### config.mk
export PLATFORM = sky130hd
export DESIGN_NAME = uart_rx_loader_flat
export DESIGN_NICKNAME = d
export VERILOG_FILES = /design/src/rtl/uart_rx_loader_if.sv /design/src/rtl/uart_rx_loader.sv /design/src/flat_wrapper.sv
export SDC_FILE = /design/constraint.sdc
export NUM_CORES = 1
export LEC_CHECK = 0
export CAP_MARGIN = 5
export CORE_ASPECT_RATIO = 2
export CORE_MARGIN = 10
export CORE_UTILIZATION = 27
export DETAILED_ROUTE_END_ITERATION = 8
export GPL_ROUTABILITY_DRIVEN = 0
export HOLD_SLACK_MARGIN = 0.02
export PLACE_DENSITY = 0.54
export SLEW_MARGIN = 20
export SYNTH_ARGS = -nofsm -noshare
export SYNTH_HDL_FRONTEND = slang
export SYNTH_SLANG_ARGS = --single-unit
### constraint.sdc
create_clock -name clk -period 5 [get_ports clk]
set_input_delay 0.5 -clock clk [delete_from_list [all_inputs] [get_ports clk]]
set_output_delay 0.5 -clock clk [all_outputs]
set_load 0.01 [all_outputs]
### src/rtl/uart_rx_loader_if.sv
// Byte-memory write bus driven by uart_rx_loader into an SPRAM-style byte store.
interface uart_rx_loader_if;
  localparam int unsigned ADDR_W = 15;
  localparam int unsigned DATA_W = 8;

  logic [ADDR_W-1:0] mem_addr;
  logic              mem_write;
  logic [DATA_W-1:0] mem_data_in;

  modport master (output mem_addr, output mem_write, output mem_data_in);
  modport slave  (input  mem_addr, input  mem_write, input  mem_data_in);
endinterface

### src/rtl/uart_rx_loader.sv
// 8N1 UART receiver that stores LOAD_LEN bytes into consecutive memory addresses, then stops.
// Optional stop-bit checking with frame_err pulse: define RX_FRAME_CHECK_EN.
module uart_rx_loader #(
  parameter int unsigned CLK_FREQ = 12_000_000,
  parameter int unsigned BAUD     = 9600,
  parameter int unsigned LOAD_LEN = 4
) (
  input  logic              clk,
  input  logic              rst_n,
  input  logic              rx,
  uart_rx_loader_if.master  mem,
  output logic              load_done,
  output logic              frame_err
);

  localparam int unsigned CLKS_PER_BIT = CLK_FREQ / BAUD;
  localparam int unsigned HALF_BIT     = (CLKS_PER_BIT / 2 > 0) ? CLKS_PER_BIT / 2 : 1;
  localparam int unsigned TMR_W        = (CLKS_PER_BIT > 1) ? $clog2(CLKS_PER_BIT) : 1;
  localparam int unsigned ADDR_W       = 15;
  localparam int unsigned CNT_W        = 16;

  localparam logic [2:0] S_IDLE  = 3'd0;
  localparam logic [2:0] S_START = 3'd1;
  localparam logic [2:0] S_DATA  = 3'd2;
  localparam logic [2:0] S_STOP  = 3'd3;
  localparam logic [2:0] S_WRITE = 3'd4;
  localparam logic [2:0] S_DONE  = 3'd5;

  logic              rx_meta_q, rxs_q, rxs_prev_q;
  logic [2:0]        state_q, state_n;
  logic [TMR_W-1:0]  tmr_q, tmr_n;
  logic [2:0]        bit_q, bit_n;
  logic [7:0]        shift_q, shift_n;
  logic [ADDR_W-1:0] addr_q, addr_n;
  logic              wr_q, wr_n;
  logic [7:0]        dout_q, dout_n;
  logic              done_q, done_n;
`ifdef RX_FRAME_CHECK_EN
  logic              ferr_q, ferr_n;
`endif

  // Two-flop synchronizer plus one delayed copy for falling-edge detection.
  always_ff @(posedge clk or negedge rst_n) begin
    if (!rst_n) begin
      rx_meta_q  <= 1'b1;
      rxs_q      <= 1'b1;
      rxs_prev_q <= 1'b1;
    end else begin
      rx_meta_q  <= rx;
      rxs_q      <= rx_meta_q;
      rxs_prev_q <= rxs_q;
    end
  end

  always_ff @(posedge clk or negedge rst_n) begin
    if (!rst_n) begin
      state_q <= S_IDLE;
      tmr_q   <= '0;
      bit_q   <= '0;
      shift_q <= '0;
      addr_q  <= '0;
      wr_q    <= 1'b0;
      dout_q  <= '0;
      done_q  <= 1'b0;
`ifdef RX_FRAME_CHECK_EN
      ferr_q  <= 1'b0;
`endif
    end else begin
      state_q <= state_n;
      tmr_q   <= tmr_n;
      bit_q   <= bit_n;
      shift_q <= shift_n;
      addr_q  <= addr_n;
      wr_q    <= wr_n;
      dout_q  <= dout_n;
      done_q  <= done_n;
`ifdef RX_FRAME_CHECK_EN
      ferr_q  <= ferr_n;
`endif
    end
  end

  // Next state; write strobe is raised on the stop-sample edge so it is high while in WRITE.
  always_comb begin
    state_n = state_q;
    tmr_n   = tmr_q;
    bit_n   = bit_q;
    shift_n = shift_q;
    addr_n  = addr_q;
    wr_n    = 1'b0;
    dout_n  = dout_q;
    done_n  = done_q;
`ifdef RX_FRAME_CHECK_EN
    ferr_n  = 1'b0;
`endif
    case (state_q)
      S_IDLE: begin
        if (rxs_prev_q && !rxs_q) begin
          state_n = S_START;
          tmr_n   = '0;
        end
      end
      S_START: begin
        if (tmr_q == TMR_W'(HALF_BIT - 1)) begin
          tmr_n   = '0;
          bit_n   = '0;
          state_n = rxs_q ? S_IDLE : S_DATA;
        end else begin
          tmr_n = tmr_q + TMR_W'(1);
        end
      end
      S_DATA: begin
        if (tmr_q == TMR_W'(CLKS_PER_BIT - 1)) begin
          tmr_n   = '0;
          shift_n = {rxs_q, shift_q[7:1]};
          bit_n   = bit_q + 3'd1;
          if (bit_q == 3'd7) state_n = S_STOP;
        end else begin
          tmr_n = tmr_q + TMR_W'(1);
        end
      end
      S_STOP: begin
        if (tmr_q == TMR_W'(CLKS_PER_BIT - 1)) begin
          tmr_n = '0;
`ifdef RX_FRAME_CHECK_EN
          if (!rxs_q) begin
            state_n = S_IDLE;
            ferr_n  = 1'b1;
          end else begin
            state_n = S_WRITE;
            wr_n    = 1'b1;
            dout_n  = shift_q;
          end
`else
          state_n = S_WRITE;
          wr_n    = 1'b1;
          dout_n  = shift_q;
`endif
        end else begin
          tmr_n = tmr_q + TMR_W'(1);
        end
      end
      S_WRITE: begin
        addr_n = addr_q + ADDR_W'(1);
        // Count compare is one bit wider so LOAD_LEN = 32768 terminates with addr wrapped to 0.
        if (CNT_W'(addr_q) + CNT_W'(1) == CNT_W'(LOAD_LEN)) begin
          state_n = S_DONE;
          done_n  = 1'b1;
        end else begin
          state_n = S_IDLE;
        end
      end
      S_DONE: begin
        state_n = S_DONE;
      end
      default: state_n = S_IDLE;
    endcase
  end

  assign mem.mem_addr    = addr_q;
  assign mem.mem_write   = wr_q;
  assign mem.mem_data_in = dout_q;
  assign load_done       = done_q;
`ifdef RX_FRAME_CHECK_EN
  assign frame_err       = ferr_q;
`else
  assign frame_err       = 1'b0;
`endif

endmodule
### src/flat_wrapper.sv
// flat-port wrapper written by rule: the top's interface ports become plain ports
module uart_rx_loader_flat 
#(
  parameter int unsigned CLK_FREQ = 12_000_000,
  parameter int unsigned BAUD     = 9600,
  parameter int unsigned LOAD_LEN = 4
)
  (clk, rst_n, rx, load_done, frame_err, mem_mem_addr, mem_mem_write, mem_mem_data_in);
  uart_rx_loader_if mem_i ();
  input  logic clk;
  input  logic rst_n;
  input  logic rx;
  output logic load_done;
  output logic frame_err;
  output wire logic [$bits(mem_i.mem_addr)-1:0] mem_mem_addr;
  output wire logic [$bits(mem_i.mem_write)-1:0] mem_mem_write;
  output wire logic [$bits(mem_i.mem_data_in)-1:0] mem_mem_data_in;
  assign mem_mem_addr = mem_i.mem_addr;
  assign mem_mem_write = mem_i.mem_write;
  assign mem_mem_data_in = mem_i.mem_data_in;
  uart_rx_loader #(.CLK_FREQ(CLK_FREQ), .BAUD(BAUD), .LOAD_LEN(LOAD_LEN)) u_core (.clk(clk), .rst_n(rst_n), .rx(rx), .mem(mem_i), .load_done(load_done), .frame_err(frame_err));
endmodule
# Word-level counts from Yosys, hierarchy flattened

Cells that the tools add are included.

Output and inout bits: 26
Register bits after elaboration: 53
Word-level logic and storage cells: 58
Input port bits: 3

Reduce and logical (&&, ||, !) cells: 12
Add/sub/neg operators: 4
Multiplexer cells: 17
Eq/ne operators: 14

Operators by type and width:

| cell                  | number |
|---|---|
| $mux 11               | 3 |
| $pmux 11 s3           | 1 |
| $mux 3                | 8 |
| $pmux 3 s6            | 1 |
| $add 15x1->16 const B | 1 |
| $eq 16x3->1 const B   | 1 |
| $add 15x1->15 const B | 1 |
| $add 11x1->11 const B | 1 |
| $eq 11x10->1 const B  | 1 |
| $eq 11x11->1 const B  | 1 |
| $ne 2x1->1 const B    | 5 |
| $eq 3x3->1 const B    | 3 |
| $reduce_and 2->1      | 4 |
| $eq 3x2->1 const B    | 2 |
| $pmux 3 s2            | 1 |
| $reduce_and 5->1      | 1 |
| $add 3x1->3 const B   | 1 |
| $eq 3x1->1 const B    | 1 |
| $logic_not 3->1       | 1 |
| $reduce_and 3->1      | 1 |
| $reduce_bool 3->1     | 1 |
| $mux 1                | 2 |
| $mux 2                | 1 |
| $reduce_bool 2->1     | 1 |
| 3 further kinds       | 3 |

# Logic depth before layout (Yosys ltp)

Gate-level depths: netlist of run 1.

Word-level depth: 4
Depth in mapped cells: 8
Mapped depth without buffers: 7

# Worst setup path after synthesis of run 1

No wires, ideal clock.

Path type: flip-flop to flip-flop
Start: register u_core.tmr_q[2]
End: register u_core.shift_q[1]
Stages on the path, launching flop included: 6
Library setup time: 125 ps
Period minus slack after synthesis: 2081 ps
Buffers on the path: 1
Data arrival time: 1956 ps
Required time: 4875 ps
Setup slack: 2919 ps
Cell sequence: dfrtp_1 or3_4 or4_4 nor3_4 buf_6 mux2_2

Word-level cells in the longest chain between the ends: 2

RTL lines:

| what                              | RTL line              | RTL |
|---|---|---|
| start: declaration                | uart_rx_loader.sv:31  | `logic [TMR_W-1:0] tmr_q, tmr_n;` |
| start signal: assignment          | uart_rx_loader.sv:70  | `tmr_q <= tmr_n;` |
| $eq 11x11->1                      | uart_rx_loader.sv:113 | `if (tmr_q == TMR_W'(CLKS_PER_BIT - 1)) begin` |
| $reduce_and 2->1 (no source line) | --                    |  |
| end signal: assignment            | uart_rx_loader.sv:72  | `shift_q <= shift_n;` |
| end: declaration                  | uart_rx_loader.sv:33  | `logic [7:0] shift_q, shift_n;` |

Every way passes these cells.
A chain may end at the register's enable or synchronous reset.

# Worst setup path after layout of run 1

Start: register u_core.tmr_q[2]
End: register u_core.shift_q[3]

The elaborated chain is that of the path after synthesis.

==> results of run 1 <==
[synth_stat cells (all sizes together) (5+ instances only)]
cell type  instances  area, µm²
xnor2             10      87.58
nor4               5      43.79
nand3             13      65.06
inv                9      33.78
nand4              5      31.28
clkbuf            10      37.54
nand2             18      67.56
nor3               6      41.29
xor2               8      70.07
a21oi              5      25.02
nor2              15      56.30
a22o               6      52.55
and3               5      31.28
nand2b             6      37.54
mux2              17      191.4
ha                 6      75.07
dfrtp             50       1251
[registers in the layout, indices dropped and copies added (netlist names), 3 cells and up]
name and cells:
u_core.mem.mem_addr 15, u_core.tmr_q 11, u_core.mem.mem_data_in 8, u_core.shift_q 8
u_core.bit_q 3, u_core.state_q 3
[cell type report]
cell class	count	area [µm²]	share of cell area, %
sequential	53	1330	41.82
tap	132	165.2	5.193
clock inverter	2	37.54	1.180
inverter	9	33.78	1.062
timing repair buffer	28	272.8	8.576
clock buffer	6	138.9	4.367
multi-input combinational	166	1202	37.80
[layer usage]
layer	GRT usage [%]	up-vias	wire length, µm
met5	0	-	0
li1	-	890	-
met1	8.137	906	2081
met2	14.67	34	3061
met4	4.586	0	138
met3	1.972	5	224
[critical path, cell delays in order (launching register included)]
cell and delay (ns):
dfrtp_1 0.43, or3_4 0.43, or4_4 0.54, nor3_4 0.40
mux2_2 0.39
[placed cells by master, fill, tap and decap left out, types with 3 or more instances in the layout]
cell type and n:
dfrtp_1 50, ha_1 6, nand3_1 13, nand2b_1 6, nor2b_1 3, mux2i_1 4, a22o_1 6, inv_1 9
a21oi_1 5, nor3_1 5, clkdlybuf4s50_1 26, dfstp_2 3, o21ai_0 4, nor2_1 15, nand4_1 5, and3_1 5
nand2_1 18, xnor2_1 10, clkbuf_16 5, mux2_2 17, nor4_1 3, a21o_1 3, xor2_1 8
[power by group]
group          internal, mW  switching (mW)
combinational        0.0576          0.0878
sequential            0.447          0.0281
clock                 0.250           0.153
total                 0.754           0.269
[logic make-up (layout without fill, tap and decap cells)]
family                   count (synthesis)  count (layout)  share of synthesized area (%)
AO/OA/AOI/OAI                           29              29                          8.321
XOR/XNOR                                18              18                          5.991
adder cells (fa/ha/maj)                  6               6                          2.853
buffers and inverters                   23              45                          3.756
flip-flops                              53              53                          50.55
multiplexers                            21              21                          8.797
other                                    1               1                         0.1425
AND/OR/NAND/NOR                         91              91                          19.59
[through the flow]
step           instances  cell area (µm²)  setup WS (ns)  power (mW)  util (%)
3_5_place_dp         388             3004          2.688      0.6301     31.18
2_1_floorplan        242             2631          2.919      0.5901         -
3_3_place_gp         388             3004          2.733      0.6247     31.18
6_report             396             3181          2.699       1.023     33.01
5_1_grt              396             3181          2.587       1.079     33.01
4_1_cts              396             3181          2.678       1.041     33.01
[how the worst max path moves through the flow]
stage,from,end,slack [ns],depth (start not counted)
6_report,u_core.tmr_q[2],u_core.shift_q[3],2.70,4
5_1_grt,u_core.tmr_q[2],u_core.mem.mem_data_in[7],2.59,4
4_1_cts,u_core.tmr_q[2],u_core.shift_q[1],2.68,4
3_5_place_dp,u_core.tmr_q[2],u_core.shift_q[1],2.69,4
3_3_place_gp,u_core.tmr_q[2],u_core.shift_q[0],2.73,4
2_1_floorplan,u_core.tmr_q[2],u_core.shift_q[1],2.92,5
==> impl_results.html, run 1 <==
<table>
<tr><th>Metric</th><th>Value</th></tr>
<tr><th colspan="2">Run status</th></tr>
<tr><td>Run status</td><td>finished clean</td></tr>
<tr><th colspan="2">Setup path</th></tr>
<tr><td>Minimum setup slack among reg-to-reg paths</td><td>2.70 ns</td></tr>
<tr><td>Sort of element at the start of the critical path</td><td>register</td></tr>
<tr><td>Kind of critical path</td><td>reg -&gt; reg</td></tr>
<tr><td>Data arrival, critical path</td><td>2.48 ns</td></tr>
<tr><td>Endpoint of the worst-slack reg-to-reg timing path</td><td>u_core.shift_q[3]</td></tr>
<tr><td>Worst reg-to-reg path cell count</td><td>4</td></tr>
<tr><td>Critical path endpoint category</td><td>register</td></tr>
<tr><td>Reg2reg start</td><td>u_core.tmr_q[2]</td></tr>
<tr><td>Worst Path Required</td><td>5.18 ns</td></tr>
<tr><td>Critical path fanouts, max</td><td>11</td></tr>
<tr><th colspan="2">Logic synthesis</th></tr>
<tr><td>Yosys warns</td><td>0</td></tr>
<tr><td>Unique cell type count in the Yosys netlist</td><td>49</td></tr>
<tr><td>Most instantiated flip-flop cell in the synthesis netlist</td><td>dfrtp_1</td></tr>
<tr><td>Portion of the post-synthesis area used by sequential elements</td><td>50.55%</td></tr>
<tr><td>Ys async rst share</td><td>100.0%</td></tr>
<tr><td>Post-synthesis instance area</td><td>between 2000 and 3000 µm²</td></tr>
<tr><td>Synthesized netlist net count</td><td>251</td></tr>
<tr><td>Syn avg cell area</td><td>10.87 µm²</td></tr>
<tr><td>Count of flip-flops with a built-in enable after synthesis</td><td>0</td></tr>
<tr><td>Flip-flop and latch count after synthesis</td><td>53</td></tr>
<tr><td>Synthesized instance count</td><td>242</td></tr>
<tr><th colspan="2">Floorplan</th></tr>
<tr><td>Starting Density</td><td>27.31%</td></tr>
<tr><td>Vertical extent of the die</td><td>~160 µm</td></tr>
<tr><td>Num ports</td><td>29</td></tr>
<tr><td>Number of rows in the core area</td><td>51</td></tr>
<tr><td>Area enclosed by the die boundary</td><td>14330 µm²</td></tr>
<tr><td>Horizontal die dimension</td><td>89.81 µm</td></tr>
<tr><td>Core box area</td><td>just under 10000 µm²</td></tr>
<tr><th colspan="2">Global routing</th></tr>
<tr><td>Maximum number of pins on one net before global-route repair</td><td>54</td></tr>
<tr><td>First-pass GRT wire length</td><td>slightly below 10 mm</td></tr>
<tr><td>Antenna violations before repair</td><td>0</td></tr>
<tr><td>GRT Residual Overflow</td><td>0</td></tr>
<tr><td>GRT Total Usage</td><td>8.088%</td></tr>
<tr><td>Vias in the first global route</td><td>1916</td></tr>
<tr><th colspan="2">STA</th></tr>
<tr><td>Final Hold Violating Endpoints</td><td>0</td></tr>
<tr><td>Final setup viols</td><td>0</td></tr>
<tr><td>Time the worst path needs with I/O delays and setup</td><td>~2.3 ns</td></tr>
<tr><td>Unrepaired setup endpoints after global routing</td><td>false</td></tr>
<tr><td>Actual slew at the worst max-slew pin</td><td>0.8424 ns</td></tr>
<tr><td>Total negative setup slack</td><td>0 ns</td></tr>
<tr><td>Highest achievable clock rate</td><td>434.7 MHz</td></tr>
<tr><td>Max-slew headroom</td><td>between 40% and 50%</td></tr>
<tr><td>Final worst-path cycle share</td><td>46.01%</td></tr>
<tr><td>Final hold slack</td><td>0.3216 ns</td></tr>
<tr><td>Final max-slew violation count</td><td>0</td></tr>
<tr><td>Final clock skew</td><td>0.003549 ns</td></tr>
<tr><th colspan="2">CTS</th></tr>
<tr><td>Max clock buf depth</td><td>2</td></tr>
<tr><td>Insertion delay to the later sink of the worst-skew pair</td><td>0.29 ns</td></tr>
<tr><td># H-tree levels</td><td>2</td></tr>
<tr><td>Hold buffer count at CTS</td><td>0</td></tr>
<tr><td>Clock Pin Slew Worst Setup and Hold Paths</td><td>0.07 ns</td></tr>
<tr><td>Buffers inserted during post-CTS setup optimization</td><td>0</td></tr>
<tr><td>Clock buffer count from CTS</td><td>5</td></tr>
<tr><td>Number of sinks on the clock net</td><td>53</td></tr>
<tr><td>TritonCTS clock tree</td><td>yes</td></tr>
<tr><td>Number of cells upsized or downsized after cts</td><td>0</td></tr>
<tr><td>Cell at the root of the clock tree</td><td>clkbuf_16</td></tr>
<tr><th colspan="2">Place</th></tr>
<tr><td>Number of buffer cells added on primary ports</td><td>27</td></tr>
<tr><td>HPWL after DPL</td><td>about 4.1 mm</td></tr>
<tr><th colspan="2">Routing</th></tr>
<tr><td>Initial DRC count</td><td>74</td></tr>
<tr><td>Drt drc</td><td>0</td></tr>
<tr><td>Routed length per instance</td><td>13.90 µm</td></tr>
<tr><td>Number of detailed-routing iterations run before antenna repair</td><td>4</td></tr>
<tr><td>Routed Antenna Nets</td><td>0</td></tr>
<tr><td>Routed WL</td><td>5.505 mm</td></tr>
<tr><td>Vias per cell</td><td>roughly 4.6</td></tr>
<tr><td>Total via count after detailed routing</td><td>around 1800</td></tr>
<tr><th colspan="2">Power</th></tr>
<tr><td>Static Leakage</td><td>1.398 nW</td></tr>
<tr><td>Largest vdd supply drop</td><td>0.0001307 V</td></tr>
<tr><td>Pwr/cell area</td><td>321.6 nW/µm²</td></tr>
<tr><th colspan="2">Min path</th></tr>
<tr><td>Type of the tightest min-delay check</td><td>in -&gt; async</td></tr>
<tr><th colspan="2">Layout</th></tr>
<tr><td>Share of final-layout standard cells stronger than drive strength 1</td><td>~14%</td></tr>
<tr><td>P&amp;R area growth vs syn</td><td>20.87%</td></tr>
<tr><td>Antenna diode count</td><td>0</td></tr>
<tr><td>Layout net count</td><td>about 270</td></tr>
<tr><td>Filler Cell Count</td><td>999</td></tr>
<tr><th colspan="2">Flow run</th></tr>
<tr><td>Reported max-cap violation count</td><td>0</td></tr>
</table>
No activity file was read; power rests on OpenSTA's default activity.
==> run 2: changes to the inputs <==
Settings changed: PLACE_DENSITY 0.54 to 0.56.
Clock period 5 ns to 2.1 ns, I/O delays scaled along.
==> impl_results.html, run 2 (synthesis results as in run 1) <==
<table>
<tr><th>Metric</th><th>Value</th></tr>
<tr><th colspan="2">Run status</th></tr>
<tr><td>Run status</td><td>complete, but fails checks</td></tr>
<tr><td>Failing checks</td><td>negative setup slack</td></tr>
<tr><th colspan="2">Floorplan</th></tr>
<tr><td>Starting Density</td><td>27.31% (unchanged)</td></tr>
<tr><td>Number of rows in the core area</td><td>51 (unchanged)</td></tr>
<tr><td>Num ports</td><td>29 (unchanged)</td></tr>
<tr><td>Core box area</td><td>9635 µm² (unchanged)</td></tr>
<tr><td>Horizontal die dimension</td><td>89.81 µm (unchanged)</td></tr>
<tr><td>Vertical extent of the die</td><td>159.6 µm (unchanged)</td></tr>
<tr><td>Area enclosed by the die boundary</td><td>14330 µm² (unchanged)</td></tr>
<tr><th colspan="2">Layout</th></tr>
<tr><td>Final non-filler cell area</td><td>3344 µm² (+5.2%)</td></tr>
<tr><td>Layout net count</td><td>287 (+5.5%)</td></tr>
<tr><td>Antenna diode count</td><td>0 (unchanged)</td></tr>
<tr><td>Non-filler instance count after layout</td><td>411 (+3.8%)</td></tr>
<tr><td>Largest register FFs</td><td>15 (unchanged)</td></tr>
<tr><td>Share of final-layout standard cells stronger than drive strength 1</td><td>18.64% (+4.2 points)</td></tr>
<tr><td>Utilization of the core after routing</td><td>34.71% (+1.7 points)</td></tr>
<tr><td>Commonest non-fill, non-tap cells in the layout</td><td>dfrtp_1, clkdlybuf4s50_1, nand2_1, nor2_1, mux2_2</td></tr>
<tr><td>P&amp;R area growth vs syn</td><td>27.10%</td></tr>
<tr><td>Most common cell after layout, fill and taps aside</td><td>dfrtp_1</td></tr>
<tr><th colspan="2">STA</th></tr>
<tr><td>Setup slack after layout</td><td>-0.02443 ns (-2.724 ns)</td></tr>
<tr><td>Max-slew headroom</td><td>60.08% (+16 points)</td></tr>
<tr><td>Final Hold Violating Endpoints</td><td>0 (unchanged)</td></tr>
<tr><td>Final clock skew</td><td>0.004871 ns (+0.001322 ns)</td></tr>
<tr><td>Unrepaired setup endpoints after global routing</td><td>true</td></tr>
<tr><td>Time the worst path needs with I/O delays and setup</td><td>2.124 ns (-0.1761 ns)</td></tr>
<tr><td>Final max-slew violation count</td><td>0 (unchanged)</td></tr>
<tr><td>Actual slew at the worst max-slew pin</td><td>0.5988 ns (-0.2436 ns)</td></tr>
<tr><td>Final setup viols</td><td>5 (+5)</td></tr>
<tr><td>Highest achievable clock rate</td><td>470.7 MHz (+8.3%)</td></tr>
<tr><td>Final worst-path cycle share</td><td>101.2% (+55 points)</td></tr>
<tr><th colspan="2">Global routing</th></tr>
<tr><td>GRT Total Usage</td><td>8.140% (+0.052 points)</td></tr>
<tr><td>Vias in the first global route</td><td>1997 (+4.2%)</td></tr>
<tr><td>GRT Residual Overflow</td><td>0 (unchanged)</td></tr>
<tr><td>First-pass GRT wire length</td><td>9.708 mm (+0.57%)</td></tr>
<tr><td>Maximum number of pins on one net before global-route repair</td><td>28 (-48%)</td></tr>
<tr><td>Antenna violations before repair</td><td>0 (unchanged)</td></tr>
<tr><th colspan="2">Setup path</th></tr>
<tr><td>Reg2reg start</td><td>u_core.tmr_q[2]</td></tr>
<tr><td>Slowest cell on crit path</td><td>or4_4</td></tr>
<tr><td>Data arrival, critical path</td><td>2.30 ns (-0.18 ns)</td></tr>
<tr><td>Worst Path Required</td><td>2.28 ns (-2.90 ns)</td></tr>
<tr><td>Crit path largest cell delay</td><td>0.55 ns (about the same)</td></tr>
<tr><td>Cells along the critical path</td><td>or3_4 -&gt; or4_4 -&gt; nor3_4 -&gt; buf_12 -&gt; mux2_2</td></tr>
<tr><td>Critical path fanouts, max</td><td>10 (-1)</td></tr>
<tr><td>Largest delay share family, worst path</td><td>simple AND/OR/NAND/NOR gates</td></tr>
<tr><td>Kind of critical path</td><td>reg -&gt; reg</td></tr>
<tr><td>Worst setup path start</td><td>u_core.tmr_q[2]</td></tr>
<tr><td>Sort of element at the start of the critical path</td><td>register</td></tr>
<tr><td>Critical path endpoint category</td><td>register</td></tr>
<tr><td>Buf+Inv Stages, Crit Path</td><td>1 (+1)</td></tr>
<tr><th colspan="2">Power</th></tr>
<tr><td>Pwr/cell area</td><td>734.7 nW/µm² (+130%)</td></tr>
<tr><td>Largest vdd supply drop</td><td>0.0003177 V (+140%)</td></tr>
<tr><td>Static Leakage</td><td>1.483 nW (+6.0%)</td></tr>
<tr><td>Total Power Consumption</td><td>2.457 mW (+140%)</td></tr>
<tr><th colspan="2">Routing</th></tr>
<tr><td>Number of detailed-routing iterations run before antenna repair</td><td>4 (unchanged)</td></tr>
<tr><td>Routed length per instance</td><td>13.92 µm (+0.13%)</td></tr>
<tr><td>Routed WL</td><td>5.721 mm (+3.9%)</td></tr>
<tr><td>Routed Antenna Nets</td><td>0 (unchanged)</td></tr>
<tr><td>Total via count after detailed routing</td><td>1939 (+5.7%)</td></tr>
<tr><td>Vias per cell</td><td>4.718 (+1.8%)</td></tr>
<tr><td>Drt drc</td><td>0 (unchanged)</td></tr>
<tr><td>Initial DRC count</td><td>86 (+16%)</td></tr>
<tr><th colspan="2">CTS</th></tr>
<tr><td>Cell at the root of the clock tree</td><td>clkbuf_16</td></tr>
<tr><td>TritonCTS clock tree</td><td>yes</td></tr>
<tr><td>Clock buffer count from CTS</td><td>5 (unchanged)</td></tr>
<tr><td># H-tree levels</td><td>2 (unchanged)</td></tr>
<tr><td>Number of sinks on the clock net</td><td>53 (unchanged)</td></tr>
<tr><td>Max clock buf depth</td><td>2 (unchanged)</td></tr>
<tr><td>Insertion delay to the later sink of the worst-skew pair</td><td>0.29 ns (about the same)</td></tr>
<tr><td>Clock Pin Slew Worst Setup and Hold Paths</td><td>0.07 ns (about the same)</td></tr>
<tr><th colspan="2">Min path</th></tr>
<tr><td>Type of the tightest min-delay check</td><td>in -&gt; reg</td></tr>
<tr><td>Worst Min Path Start</td><td>rx</td></tr>
<tr><th colspan="2">Flow run</th></tr>
<tr><td>Reported max-cap violation count</td><td>0 (unchanged)</td></tr>
<tr><th colspan="2">Place</th></tr>
<tr><td>Placed inst area</td><td>3127 µm² (+4.1%)</td></tr>
<tr><td>Number of buffer cells added on primary ports</td><td>27 (unchanged)</td></tr>
<tr><td>HPWL after DPL</td><td>4.356 mm (+7.0%)</td></tr>
<tr><td>Cell total after placement</td><td>401 (+3.4%)</td></tr>
</table>
run 2: cell count changes in the layout (fill, tap and decap cells not counted), moves of 2 or more:
cell    delta
mux2_4     +3
mux2_2     -3
buf_4     +12
buf_12     +2
run 2: power breakdown:
| group | internal, mW | switching, mW | total, mW |
|---|---|---|---|
| clock | 0.565 | 0.360 | 0.925 |
| sequential | 1.06 | 0.0462 | 1.11 |
| combinational | 0.181 | 0.241 | 0.422 |
run 2: final timing paths:
| kind | cells past startpoint | slack (ns) | to |
|---|---|---|---|
| worst max-delay path | 5 | -0.02 | u_core.shift_q[2] |
| worst min-delay path | 1 | 0.33 | u_core.rx_meta_q |
| worst max register to register | 5 | -0.02 | u_core.shift_q[2] |
| worst min register to register | 0 | 0.36 | u_core.rxs_q |
| max in group asynchronous | 3 | 1.01 | u_core.shift_q[4] |
| min in group asynchronous | 2 | 0.46 | u_core.mem.mem_addr[14] |
run 2: worst register-to-register path, delay by kind of cell (launching register included):
kind	cells	cell delay [ns]
muxes	1	0.33
buffers and inverters	1	0.16
DFF	1	0.38
and+or+nand+nor	3	1.14
run 2: final cells by class:
cell class / instances / area, µm²
multi-input cells: 166 / 1235
clock buffers: 6 / 128.9
clock inverters: 2 / 38.79
inverters: 9 / 33.78
flip-flops and latches: 53 / 1330
well taps: 132 / 165.2
repair buffers: 43 / 412.9
fillers: 975 / 6291
run 2: per-stage QoR:
step	worst slack [ns]	hold slack (ns)	setup TNS [ns]
floorplan	0.01945	-0.08559	0
global placement	0.03523	0.2503	0
detailed placement	0.01066	0.2498	0
CTS	-0.001473	0.3315	-0.001473
global route	-0.07604	0.3304	-0.4925
finish	-0.02443	0.3340	-0.1071
run 2: repair_timing:
| action | CTS | global route |
|---|---|---|
| setup endpoints to repair | 3 | 22 |
| buffers inserted | 1 | 0 |
| hold buffers | 1 | 0 |
| gates resized for setup | 2 | 4 |
| hold endpoints to repair | 22 | 0 |
run 2: metal layers:
| layer | routed length, µm | global-route usage (%) |
|---|---|---|
| met1 | 2064 | 7.664 |
| met2 | 3349 | 15.57 |
| met3 | 180 | 1.737 |
| met4 | 126 | 4.586 |
| met5 | 0 | 0 |
